<file path="config.mk">
export PLATFORM = sky130hd
export DESIGN_NAME = rvfi_shadow_pipe
export DESIGN_NICKNAME = d
export VERILOG_FILES = /design/src/rtl/rvfi_trace_pkg.sv /design/src/rtl/rvfi_stage_slot.sv /design/src/rtl/rvfi_shadow_pipe.sv
export SDC_FILE = /design/constraint.sdc
export NUM_CORES = 1
export LEC_CHECK = 0
export CAP_MARGIN = 5
export CORE_AREA = 2 2 300 302
export CTS_CLUSTER_DIAMETER = 60
export DETAILED_ROUTE_END_ITERATION = 16
export DIE_AREA = 0 0 302 304
export GPL_ROUTABILITY_DRIVEN = 0
export GPL_TIMING_DRIVEN = 0
export HOLD_SLACK_MARGIN = 0.06
export PLACE_DENSITY = 0.49
export SLEW_MARGIN = 10
export SYNTH_ARGS = -nofsm -noshare
export SYNTH_HDL_FRONTEND = slang
export SYNTH_SLANG_ARGS = --single-unit
</file>
<file path="constraint.sdc">
create_clock -name clk -period 9.7 [get_ports clk]
set_input_delay 2.91 -clock clk [delete_from_list [all_inputs] [get_ports clk]]
set_output_delay 2.91 -clock clk [all_outputs]
set_load 0.005 [all_outputs]
</file>
<file path="src/rtl/rvfi_trace_pkg.sv">
// Shared RVFI trace types for the shadow trace pipeline: captured record,
// snooped memory fields and the full commit packet.
package rvfi_trace_pkg;

    localparam logic [6:0] OPC_NONE = 7'b000_0000;

    typedef struct packed {
        logic [31:0] pc_rdata;
        logic [31:0] inst;
        logic [4:0]  rs1_addr;
        logic [4:0]  rs2_addr;
        logic [31:0] rs1_rdata;
        logic [31:0] rs2_rdata;
    } rec_t;

    typedef struct packed {
        logic [31:0] addr;
        logic [3:0]  rmask;
        logic [3:0]  wmask;
        logic [31:0] rdata;
        logic [31:0] wdata;
    } mem_t;

    localparam mem_t MEM_NONE = '0;

    typedef struct packed {
        rec_t        rec;
        mem_t        mem;
        logic [4:0]  rd_addr;
        logic [31:0] rd_wdata;
        logic [31:0] pc_wdata;
        logic        trap;
    } pkt_t;

    // An all-zero opcode field is never a legal encoding, so it retires as a trap.
    function automatic logic is_trap(input logic [31:0] inst);
        return inst[6:0] == OPC_NONE;
    endfunction

endpackage

</file>
<file path="src/rtl/rvfi_stage_slot.sv">
// One shadow-pipeline stage: valid bit plus trace record and memory fields,
// with hold, load, bubble, flush and the memory-field patch for the mem stage.
module rvfi_stage_slot
    import rvfi_trace_pkg::*;
(
    input  logic clk,
    input  logic rst,
    input  logic in_valid_i,
    input  rec_t in_rec_i,
    input  mem_t in_mem_i,
    input  logic stall_i,
    input  logic flush_i,
    input  logic patch_en_i,
    input  logic patch_valid_i,
    input  mem_t patch_mem_i,
    output logic live_o,
    output rec_t rec_o,
    output mem_t mem_o
);

    logic valid_q;
    logic valid_d;
    rec_t rec_q;
    mem_t mem_q;

    // NOTE: every always_comb output gets a default first, so no path leaves it unassigned and no latch is inferred.
    always_comb begin
        valid_d = valid_q;
        if (!stall_i) begin
            valid_d = in_valid_i;
        end
        if (flush_i) begin
            valid_d = 1'b0;
        end
    end

    // NOTE: sequential state is written with non-blocking assignments only, so all flops sample pre-edge values.
    always_ff @(posedge clk) begin
        if (rst) begin
            valid_q <= 1'b0;
        end else begin
            valid_q <= valid_d;
        end
    end

    // NOTE: payload registers are deliberately not reset; the valid bit alone qualifies them.
    always_ff @(posedge clk) begin
        if (!stall_i) begin
            rec_q <= in_rec_i;
            mem_q <= in_mem_i;
        end
    end

    // A flushed record is dead this cycle: it neither moves on nor counts as a younger pc source.
    assign live_o = valid_q & ~flush_i;
    assign rec_o  = rec_q;

    // The mem-stage slot forwards the snooped fields, so they land in the next stage as the record leaves.
    assign mem_o = !patch_en_i   ? mem_q       :
                   patch_valid_i ? patch_mem_i : MEM_NONE;

endmodule

</file>
<file path="src/rtl/rvfi_shadow_pipe.sv">
// RVFI shadow trace pipeline: DEPTH stage slots, pc_wdata priority mux, order counter and halt flag.
// Optional perf counters are built when RVFI_PERF_CNT_EN is defined.
module rvfi_shadow_pipe
    import rvfi_trace_pkg::*;
#(
    parameter int DEPTH     = 3,
    parameter int MEM_STAGE = 1,
    parameter int ORDER_W   = 64
) (
    input  logic               clk,
    input  logic               rst,
    input  logic               cap_valid,
    input  rec_t               cap_rec,
    input  logic [DEPTH-1:0]   stall,
    input  logic [DEPTH-1:0]   flush,
    input  logic               mem_valid,
    input  mem_t               mem_rec,
    input  logic [31:0]        fetch_pc,
    input  logic               wb_load_rf,
    input  logic [4:0]         wb_rd_addr,
    input  logic [31:0]        wb_rd_wdata,
    output logic               rvfi_commit,
    output pkt_t               rvfi_pkt,
    output logic [ORDER_W-1:0] rvfi_order,
    output logic               rvfi_halt,
    output logic [31:0]        perf_commits,
    output logic [31:0]        perf_bubbles
);

    logic [DEPTH-1:0] live;
    logic [DEPTH-1:0] in_valid;
    rec_t             in_rec    [DEPTH];
    mem_t             in_mem    [DEPTH];
    rec_t             stage_rec [DEPTH];
    mem_t             stage_mem [DEPTH];
    logic [31:0]      pc_wdata;
    logic [ORDER_W-1:0] order_q;

    for (genvar g = 0; g < DEPTH; g++) begin : g_slot
        if (g == 0) begin : g_head
            assign in_valid[g] = cap_valid;
            assign in_rec[g]   = cap_rec;
            assign in_mem[g]   = MEM_NONE;
        end else begin : g_tail
            // A stalled predecessor hands a bubble to a moving successor.
            assign in_valid[g] = live[g-1] & ~stall[g-1];
            assign in_rec[g]   = stage_rec[g-1];
            assign in_mem[g]   = stage_mem[g-1];
        end

        rvfi_stage_slot u_slot (
            .clk          (clk),
            .rst          (rst),
            .in_valid_i   (in_valid[g]),
            .in_rec_i     (in_rec[g]),
            .in_mem_i     (in_mem[g]),
            .stall_i      (stall[g]),
            .flush_i      (flush[g]),
            .patch_en_i   (g == MEM_STAGE),
            .patch_valid_i(mem_valid),
            .patch_mem_i  (mem_rec),
            .live_o       (live[g]),
            .rec_o        (stage_rec[g]),
            .mem_o        (stage_mem[g])
        );
    end

    // Next pc is the nearest younger live record; later loop iterations win.
    always_comb begin
        pc_wdata = fetch_pc;
        for (int i = 0; i < DEPTH - 1; i++) begin
            if (live[i]) begin
                pc_wdata = stage_rec[i].pc_rdata;
            end
        end
    end

    assign rvfi_commit = live[DEPTH-1] & ~stall[DEPTH-1] & ~rst;

    always_comb begin
        rvfi_pkt          = '0;
        rvfi_pkt.rec      = stage_rec[DEPTH-1];
        rvfi_pkt.mem      = stage_mem[DEPTH-1];
        rvfi_pkt.rd_addr  = wb_load_rf ? wb_rd_addr : 5'd0;
        rvfi_pkt.rd_wdata = (wb_load_rf && wb_rd_addr != 5'd0) ? wb_rd_wdata : 32'd0;
        rvfi_pkt.pc_wdata = pc_wdata;
        rvfi_pkt.trap     = is_trap(stage_rec[DEPTH-1].inst);
    end

    // A jump-to-self at a non-zero pc is the core's halt idiom.
    assign rvfi_halt = rvfi_commit
                     & (pc_wdata == stage_rec[DEPTH-1].pc_rdata)
                     & (stage_rec[DEPTH-1].pc_rdata != 32'd0);

    always_ff @(posedge clk) begin
        if (rst) begin
            order_q <= '0;
        end else if (rvfi_commit) begin
            order_q <= order_q + ORDER_W'(1);
        end
    end

    assign rvfi_order = order_q;

`ifdef RVFI_PERF_CNT_EN
    logic [31:0] commits_q;
    logic [31:0] bubbles_q;

    always_ff @(posedge clk) begin
        if (rst) begin
            commits_q <= '0;
            bubbles_q <= '0;
        end else begin
            if (rvfi_commit && commits_q != '1) begin
                commits_q <= commits_q + 32'd1;
            end
            if (!rvfi_commit && bubbles_q != '1) begin
                bubbles_q <= bubbles_q + 32'd1;
            end
        end
    end

    assign perf_commits = commits_q;
    assign perf_bubbles = bubbles_q;
`else
    assign perf_commits = '0;
    assign perf_bubbles = '0;
`endif

    // Stall must be a run of ones from stage 0 upward; x & (x+1) is zero exactly for that shape.
    logic [DEPTH-1:0] stall_inc;
    assign stall_inc = stall + DEPTH'(1);

    a_stall_monotone: assert property (@(posedge clk) disable iff (rst) ((stall & stall_inc) == '0));

endmodule

</file>
* After elaboration in Yosys (flattened, before gate mapping)
Index checks and enable logic that the tools add are counted.
** Storage, ports and cells
- Register bits :: 585
- Latch bits :: 0
- Word-level logic and storage cells :: 56
- Memories :: 0
- Bits in read-only memories :: 0
- Bits in writable memories :: 0
** Cells by class
- Muxes and demuxes :: 4
- Shift-type cells :: 0
- Div/mod/pow operators :: 0
- Equal/unequal tests :: 1
- Multipliers :: 0
- Add/sub/neg operators :: 1
- Reduce and logical (&&, ||, !) cells :: 7
- Magnitude comparators :: 0
- Bitwise operators :: 16
** Operator list (number)
- 32-bit two-way mux :: 3
- 64-bit by 1-bit adder with 64-bit output (second input constant) :: 1
- 32-bit == test :: 1
- 32-bit nonzero test :: 1
- 1-bit AND :: 9
- 7-bit zero test :: 1
- 1-bit inverter :: 7
- 2-bit OR reduction :: 3
- 5-bit two-way mux :: 1
- 5-bit nonzero test :: 1
- 1-bit logical AND :: 1

* Depth between registers and ports, before layout
Gate-level depths: netlist of run 1.
- Depth after elaboration :: 7
- Depth in mapped cells :: 8
- Gate-level depth less buffers :: 7

* Hierarchy
From an unflattened synthesis of run 1, not the netlist that was laid out.
** Second synthesis, totals
- Cell total of the unflattened synthesis :: 1794
- Area total of the unflattened synthesis :: 30425.4 sq um
** Modules (own cells, without submodules)
- rvfi_stage_slot :: instances 3, area an instance 8413.1 sq um, seq. area each 7287.0 sq um, cells each 379
- rvfi_shadow_pipe :: instances 1, area an instance 5186.2 sq um, seq. area each 1281.2 sq um, cells each 657

* Worst setup path before layout of run 1
No wires, ideal clock.
- Path kind :: input port to flip-flop
- Start :: in stall[2]
- End :: reg g_slot[2].u_slot.mem_q[0] (netlist name), enable pin
- Path buffers :: 0
- Arrival :: 7.571 ns
- Stages on the path :: 1
- Setup slack :: 1.537 ns
- Library setup time :: 0.592 ns
- Cells stage by stage :: inv_1
** RTL lines
- start: declaration :: line rvfi_shadow_pipe.sv:14 : input logic [DEPTH-1:0] stall,
- end signal: assignment :: line rvfi_stage_slot.sv:50 : mem_q <= in_mem_i;
- end: declaration :: line rvfi_stage_slot.sv:24 : mem_t mem_q;
No word-level cell between the ends.

* Worst setup path in the final report of run 1
- Start :: in flush[0]
- End :: out rvfi_halt
** Between the ends
- Word-level cells in the longest chain between the ends :: 7
** RTL lines
- start: declaration :: line rvfi_shadow_pipe.sv:15 : input logic [DEPTH-1:0] flush,
- 1-bit inverter :: line rvfi_stage_slot.sv:55 : assign live_o = valid_q & ~flush_i;
- 1-bit AND :: line rvfi_stage_slot.sv:55
- 32-bit two-way mux (2 in series) :: line rvfi_shadow_pipe.sv:72 : if (live[i]) begin
- 32-bit == test :: line rvfi_shadow_pipe.sv:92 : & (pc_wdata == stage_rec[DEPTH-1].pc_rdata)
- 1-bit AND :: line rvfi_shadow_pipe.sv:92
- 1-bit AND :: line rvfi_shadow_pipe.sv:93 : & (stage_rec[DEPTH-1].pc_rdata != 32'd0);
- end: declaration :: line rvfi_shadow_pipe.sv:25 : output logic rvfi_halt,
Every way passes these cells.

==> results of run 1 <==
[metrics by stage]
stage	instance area, sq um	cells	util [%]
2_1_floorplan	22300	1501	-
3_3_place_gp	30800	3375	34.6
3_5_place_dp	30900	3379	34.7
4_1_cts	33400	3513	37.5
5_1_grt	33400	3519	37.5
6_report	33400	3519	37.5
[report_power, final]
part           internal (uW)  switching [uW]  total, uW
Sequential              2930            63.9       2990
Clock                   1580            1140       2720
Combinational            312             210        522
[cell type report]
| class | instances | area share [%] |
|---|---|---|
| Inverter | 17 | 0.259 |
| Antenna cell | 6 | 0.0450 |
| Multi-Input combinational cell | 784 | 14.0 |
| Clock buffer | 90 | 5.76 |
| Sequential cell | 585 | 50.6 |
| Tap cell | 1176 | 4.41 |
| Timing Repair Buffer | 702 | 21.3 |
| Buffer | 115 | 2.08 |
| Clock inverter | 44 | 1.59 |
[timing repair]
item                                   CTS  global route
endpoints found under the hold margin    0             0
gates resized for setup                  7             5
setup endpoints to repair                1             1
[sequential cells by signal, indices dropped and copies added (netlist names)]
signal / flops
g_slot.u_slot.mem_q: 104
g_slot.u_slot.rec_o: 414
g_slot.u_slot.valid_q: 3
rvfi_order: 64
[path summary, 6_finish.rpt]
check	from	to	slack [ns]
min reg2reg	g_slot[0].u_slot.rec_o[18]	g_slot[1].u_slot.rec_o[18]	0.41
max	flush[0]	rvfi_halt	0.16
max reg2reg	rvfi_order[8]	rvfi_order[54]	7.04
min	g_slot[0].u_slot.rec_o[18]	g_slot[1].u_slot.rec_o[18]	0.41
[cell usage after synthesis, types with 19 or more instances]
library cell	number	share of area, %
sky130_fd_sc_hd__a2111oi_0	20	0.79
sky130_fd_sc_hd__a211oi_1	22	0.75
sky130_fd_sc_hd__a21oi_1	33	0.75
sky130_fd_sc_hd__and2_1	163	4.6
sky130_fd_sc_hd__and3b_1	20	0.79
sky130_fd_sc_hd__buf_4	64	2.2
sky130_fd_sc_hd__clkbuf_1	45	0.77
sky130_fd_sc_hd__dfxtp_1	67	6.1
sky130_fd_sc_hd__edfxtp_1	518	70
sky130_fd_sc_hd__nand2_1	114	1.9
sky130_fd_sc_hd__nand3_1	21	0.48
sky130_fd_sc_hd__nor2_1	77	1.3
sky130_fd_sc_hd__nor4_1	22	0.62
sky130_fd_sc_hd__or2_2	19	0.54
sky130_fd_sc_hd__xnor2_1	46	1.8
[cells by family after synthesis]
family	share of synthesized area [%]
xor+xnor	2.34
mux	0.476
compound gates	3.86
buf+inv	3.38
flops	76.5
simple gates	13.3
fa+ha+maj	0.0567
other cells	0.0170
[worst max-delay path: cells and delay by family]
family          cells  cell delay, ns
buf+inv             4            1.82
simple gates        4            1.06
compound gates      2            0.81
[layer usage]
metal  GRT usage (%)  share of wire [%]
met5               0               0.23
met3            6.23                8.7
met2            28.4                 50
met4            4.94                2.5
met1            19.1                 39
==> summary.txt, run 1 <==
Floorplanning
  – Std cell rows: 110
  – Die X: slightly above 300 um
  – Starting utilization of the core area: 24.8%
  – Area of the core: 89000 sq um
  – Chip Height: 304 um
  – Area of the die: slightly above 90000 sq um
  – Count of boundary I/O pins: between 700 and 800

STA
  – Aggregate negative setup slack: 0 ns
  – Max_slew headroom: a little over a quarter
  – Final Critical Period: about 9.5 ns
  – RSZ-0062 raised after global routing: false
  – Max-slew violation total from the final report: 0
  – Count of endpoints failing hold in the final timing report: 0
  – Share of the clock period used by the worst path after layout: between 90 and 100%
  – Measured slew at the worst slew-check pin: approximately 1.1 ns
  – F_max: roughly 100 MHz
  – PnR worst setup slack: 0.156 ns
  – Final setup violation count: 0
  – Final-layout worst hold slack: roughly 0.41 ns
  – Clock tree skew after final layout: approximately 0.03 ns

Global route
  – Overall track demand over capacity in global routing: 16.6%
  – Sum of overflow across all layers after global routing: 0
  – Via count of the first global-routing pass: between 15000 and 20000
  – Maximum number of pins on one net before global-route repair: between 100 and 150
  – Wire length of the first global-routing pass: 109000 um
  – Antenna violations before repair: 21

CTS
  – H-tree Lvls: 3
  – Number of clock buffers inserted by TritonCTS: between 70 and 80
  – Buffer count from post-CTS setup fixing: 0
  – CTS clock-pin slew for the worst setup and hold paths: 0.06 ns
  – Root buffer cell: sky130_fd_sc_hd__clkbuf_16
  – Buffer levels on the longest clock path: 3
  – Clock tree from TritonCTS: done
  – Hold buffer count at CTS: 0
  – Clock latency at the later pin of the worst-skew pair: roughly 0.63 ns
  – Clock Sinks: a little under 600

Critical path
  – Crit path cell chain: clkdlybuf4s50_1, nand2b_1, clkbuf_1, clkbuf_2, a2111oi_0, a211oi_1, nor4_2, nand4_1, nor4_1, clkdlybuf4s50_1
  – CP Class: input pin to output port
  – Slowest stage cell on the critical path: sky130_fd_sc_hd__clkdlybuf4s50_1
  – CP peak stage delay: about 0.62 ns
  – Worst path arrival time: roughly 6.6 ns
  – Kind of end point of the critical path: output port
  – Library cell appearing most often on the critical path: sky130_fd_sc_hd__clkdlybuf4s50_1
  – Setup crit start kind: input pin
  – Maximum fanout encountered on the critical timing path: 10
  – Reg2Reg Depth: 7
  – Required time at the endpoint of the critical path: ~6.8 ns

Logic synthesis
  – Flop and latch count out of synthesis: 585
  – Async S/R FF share, synth: 0%
  – Synth warn: 0
  – Synth Instances: roughly 1400
  – Netlist area before placement: approximately 22000 sq um
  – Number of enable flip-flop cells after synthesis: 518
  – Sequential cell area fraction in the yosys report: 76.5%
  – Unique masters post-synth: between 50 and 60
  – Synthesized area per cell: around 15 sq um
  – Most instantiated flip-flop cell in the synthesis netlist: sky130_fd_sc_hd__edfxtp_1

Cells and area
  – Area occupied by registers: around 17000 sq um
  – Layout net count: between 2000 and 3000
  – Commonest cells after routing, fill and taps aside: sky130_fd_sc_hd__clkdlybuf4s50_1, sky130_fd_sc_hd__edfxtp_1, sky130_fd_sc_hd__and2_1
  – Share of post-route cells with drive strength above 1: 10.1%
  – Filler cells: between 8000 and 9000
  – Most common cell after layout, fill and taps aside: sky130_fd_sc_hd__clkdlybuf4s50_1
  – Layout Area Growth over Synthesis: 51.2%
  – Area of combinational cells with multiple inputs: approximately 4700 sq um

Place
  – Port Buf Inserts: approximately 700
  – Placed wire-length estimate: approximately 60000 um
  – Worst slack, placed: -0.271 ns

Detailed routing
  – Routed len/inst: ~22 um
  – Drt initial violations: between 700 and 800
  – Via count: around 15000
  – Routed wire length: between 70000 and 80000 um
  – Ratio of routed vias to standard cells: ~4.2
  – Routed Antenna Nets: 0
  – 1st-pass router iterations: 5
  – DRC violation count after routing: 0

Pwr
  – Leakage power figure: roughly 0.012 uW
  – Final total power: a little over 6000 uW
  – P per Cell Area: about 190 nW/um^2
  – Maximum resistive drop on vdd: around 0.15 mV

Hold path
  – Type of the tightest min-delay check: register to register
  – Hold-critical path depth: 0

Flow run
  – Maximum capacitance violations: 0

Run status
  – Outcome: complete, no violations
(Power assumes the default switching activity.)
==> run 2, diff against run 1 <==
--- a/config.mk
+++ b/config.mk
@@ -11,7 +11,6 @@
 export DETAILED_ROUTE_END_ITERATION = 16
 export DIE_AREA = 0 0 302 304
 export GPL_ROUTABILITY_DRIVEN = 0
-export GPL_TIMING_DRIVEN = 0
 export HOLD_SLACK_MARGIN = 0.06
 export PLACE_DENSITY = 0.49
 export SLEW_MARGIN = 10
==> summary.txt, run 2 (synthesis results as in run 1) <==
Run status
  – Outcome: complete, no violations

Place
  – Placed wire-length estimate: around 56000 um
  – Number of cells after detailed placement: 3273
  – Port Buf Inserts: between 600 and 700

Pwr
  – Leakage power figure: 0.0115 uW
  – P per Cell Area: roughly 190 nW/um^2
  – Maximum resistive drop on vdd: 0.127 mV

STA
  – Measured slew at the worst slew-check pin: approximately 1.1 ns
  – Clock tree skew after final layout: 0.0234 ns
  – Final-layout worst hold slack: between 0.4 and 0.5 ns
  – Max-slew violation total from the final report: 0
  – Max_slew headroom: 28.3%
  – F_max: around 110 MHz
  – Final setup violation count: 0
  – Count of endpoints failing hold in the final timing report: 0
  – Final Critical Period: approximately 9.4 ns
  – Aggregate negative setup slack: 0 ns
  – RSZ-0062 raised after global routing: false
  – Share of the clock period used by the worst path after layout: between 90% and 100%

Hold path
  – Type of the tightest min-delay check: register to register
  – Worst-case hold path end point: g_slot[2].u_slot.rec_o[65]
  – Hold wc startpoint: g_slot[1].u_slot.rec_o[65]
  – Hold-critical path depth: 0

Cells and area
  – Most common cell after layout, fill and taps aside: sky130_fd_sc_hd__clkdlybuf4s50_1
  – Layout net count: between 2000 and 2500
  – Share of post-route cells with drive strength above 1: about 7.6%
  – Layout Area Growth over Synthesis: 48.7%
  – Flip-flop count of the largest register, all copies and words added: 414
  – Commonest cells after routing, fill and taps aside: sky130_fd_sc_hd__clkdlybuf4s50_1, sky130_fd_sc_hd__edfxtp_1, sky130_fd_sc_hd__and2_1
  – Filler-free cell count of the finished design: between 3000 and 4000

Global route
  – Maximum number of pins on one net before global-route repair: 173
  – Antenna violations before repair: 23
  – Via count of the first global-routing pass: 14400
  – Sum of overflow across all layers after global routing: 0
  – Wire length of the first global-routing pass: about 100000 um
  – Overall track demand over capacity in global routing: about 16%

Floorplanning
  – Starting utilization of the core area: ~25%
  – Count of boundary I/O pins: 764
  – Area of the die: between 90000 and 100000 sq um
  – Std cell rows: between 100 and 150
  – Area of the core: 89000 sq um
  – Chip Height: 304 um
  – Die X: a little over 300 um

Critical path
  – Kind of end point of the critical path: output port
  – Reg2Reg Depth: 6
  – Worst path bufs/invs: 3
  – CP peak stage delay: between 0.7 and 0.8 ns
  – Required time at the endpoint of the critical path: between 6 and 7 ns
  – CP Class: input pin to output port
  – Cell family with most CP delay: buffers and inverters
  – Worst reg2reg startpoint: g_slot[2].u_slot.valid_q
  – Setup crit start kind: input pin
  – Maximum fanout encountered on the critical timing path: 14
  – Library cell appearing most often on the critical path: sky130_fd_sc_hd__clkdlybuf4s50_1
  – Worst path arrival time: about 6.5 ns
  – R2R Setup Slk: 6.79 ns
  – End of the worst register-to-register path: rvfi_order[63]
  – Slowest stage cell on the critical path: sky130_fd_sc_hd__clkdlybuf4s50_1
  – Crit path cell chain: clkdlybuf4s50_1, nand2b_2, buf_4, a2111oi_0, a211oi_1, nor4_2, nand4_1, nor4_1, clkdlybuf4s50_1

Detailed routing
  – Via count: between 10000 and 15000
  – DRC violation count after routing: 0
  – Drt initial violations: roughly 740
  – Routed Antenna Nets: 0
  – Routed wire length: roughly 74000 um
  – Routed len/inst: ~22 um
  – Ratio of routed vias to standard cells: 4.21
  – 1st-pass router iterations: 5

CTS
  – Hold buffer count at CTS: 0
  – Clock tree from TritonCTS: done
  – Buffer levels on the longest clock path: 3
  – CTS clock-pin slew for the worst setup and hold paths: 0.06 ns
  – Number of clock buffers inserted by TritonCTS: between 70 and 80
  – Clock Sinks: approximately 590
  – H-tree Lvls: 3
  – Buffer count from post-CTS setup fixing: 0
  – Clock latency at the later pin of the worst-skew pair: between 0.6 and 0.7 ns
  – Root buffer cell: sky130_fd_sc_hd__clkbuf_16

Flow run
  – Maximum capacitance violations: 0
==> run 2: cell count changes in the layout (fill, tap and decap cells not counted), sizes merged, moves of 2 or more <==
cell / before / now
buf: 74 / 14
bufinv: 5 / 11
clkbuf: 135 / 90
clkinv: 28 / 21
clkinvlp: 6 / 3
diode: 6 / 3
inv: 22 / 24
==> run 2: area by class of cell <==
| cell class | instances | area (sq um) |
|---|---|---|
| Clock inverter | 42 | 578 |
| Clock buffer | 90 | 2000 |
| Inverter | 17 | 81.3 |
| Sequential cell | 585 | 16900 |
| Fill cell | 8459 | 56200 |
| Tap cell | 1176 | 1470 |
| Multi-Input combinational cell | 784 | 4690 |
| Timing Repair Buffer | 711 | 7100 |
| Antenna cell | 3 | 7.51 |
==> run 2: worst max path at each step <==
stage	cells after the start	slack, ns	to	start
after floorplan	1	1.54	g_slot[2].u_slot.mem_q[0]	stall[2]
after global placement	9	0.24	rvfi_halt	flush[0]
after detailed placement	9	0.20	rvfi_halt	flush[0]
after CTS	9	0.20	rvfi_halt	flush[0]
after global routing	9	0.1	rvfi_halt	flush[0]
final	9	0.33	rvfi_halt	flush[0]
==> run 2: stage by stage <==
| stage | setup slack [ns] | power (uW) | instance area (sq um) | utilization (%) |
|---|---|---|---|---|
| final | 0.334 | 6380 | 32800 | 36.9 |
| after global routing | 0.0977 | 6600 | 32800 | 36.9 |
| after CTS | 0.200 | 6470 | 32800 | 36.8 |
| after detailed placement | 0.200 | 3550 | 30200 | 34.0 |
| after global placement | 0.242 | 3540 | 30200 | 34.0 |
| after floorplan | 1.54 | 3170 | 22300 | - |
==> run 2: what timing repair did <==
action / in CTS / in global routing
setup endpoints to repair: 0 / 1
endpoints found under the hold margin: 0 / 0
gates resized for setup: 0 / 1
==> run 2: worst reg2reg max path, cell delays in order (launching register included) <==
cell and delay, ns:
sky130_fd_sc_hd__dfxtp_1 0.32, sky130_fd_sc_hd__or4b_4 0.51, sky130_fd_sc_hd__nor4_4 0.53, sky130_fd_sc_hd__nand3_2 0.65, sky130_fd_sc_hd__nor3_1 0.36, sky130_fd_sc_hd__nand3_1 0.13
sky130_fd_sc_hd__mux2_1 0.31
==> run 2: layer usage <==
| layer | GRT usage [%] | part of all wire (%) |
|---|---|---|
| met1 | 18.6 | 40 |
| met2 | 25.8 | 48 |
| met5 | 0 | 0.29 |
| met3 | 6.45 | 9.2 |
| met4 | 5.13 | 2.6 |
==> run 2: power breakdown <==
group | internal (uW) | total (uW) | switching [uW]
combinational | 292 | 496 | 204
clock | 1770 | 2890 | 1110
sequential | 2930 | 2990 | 64.7
total | 5000 | 6380 | 1380
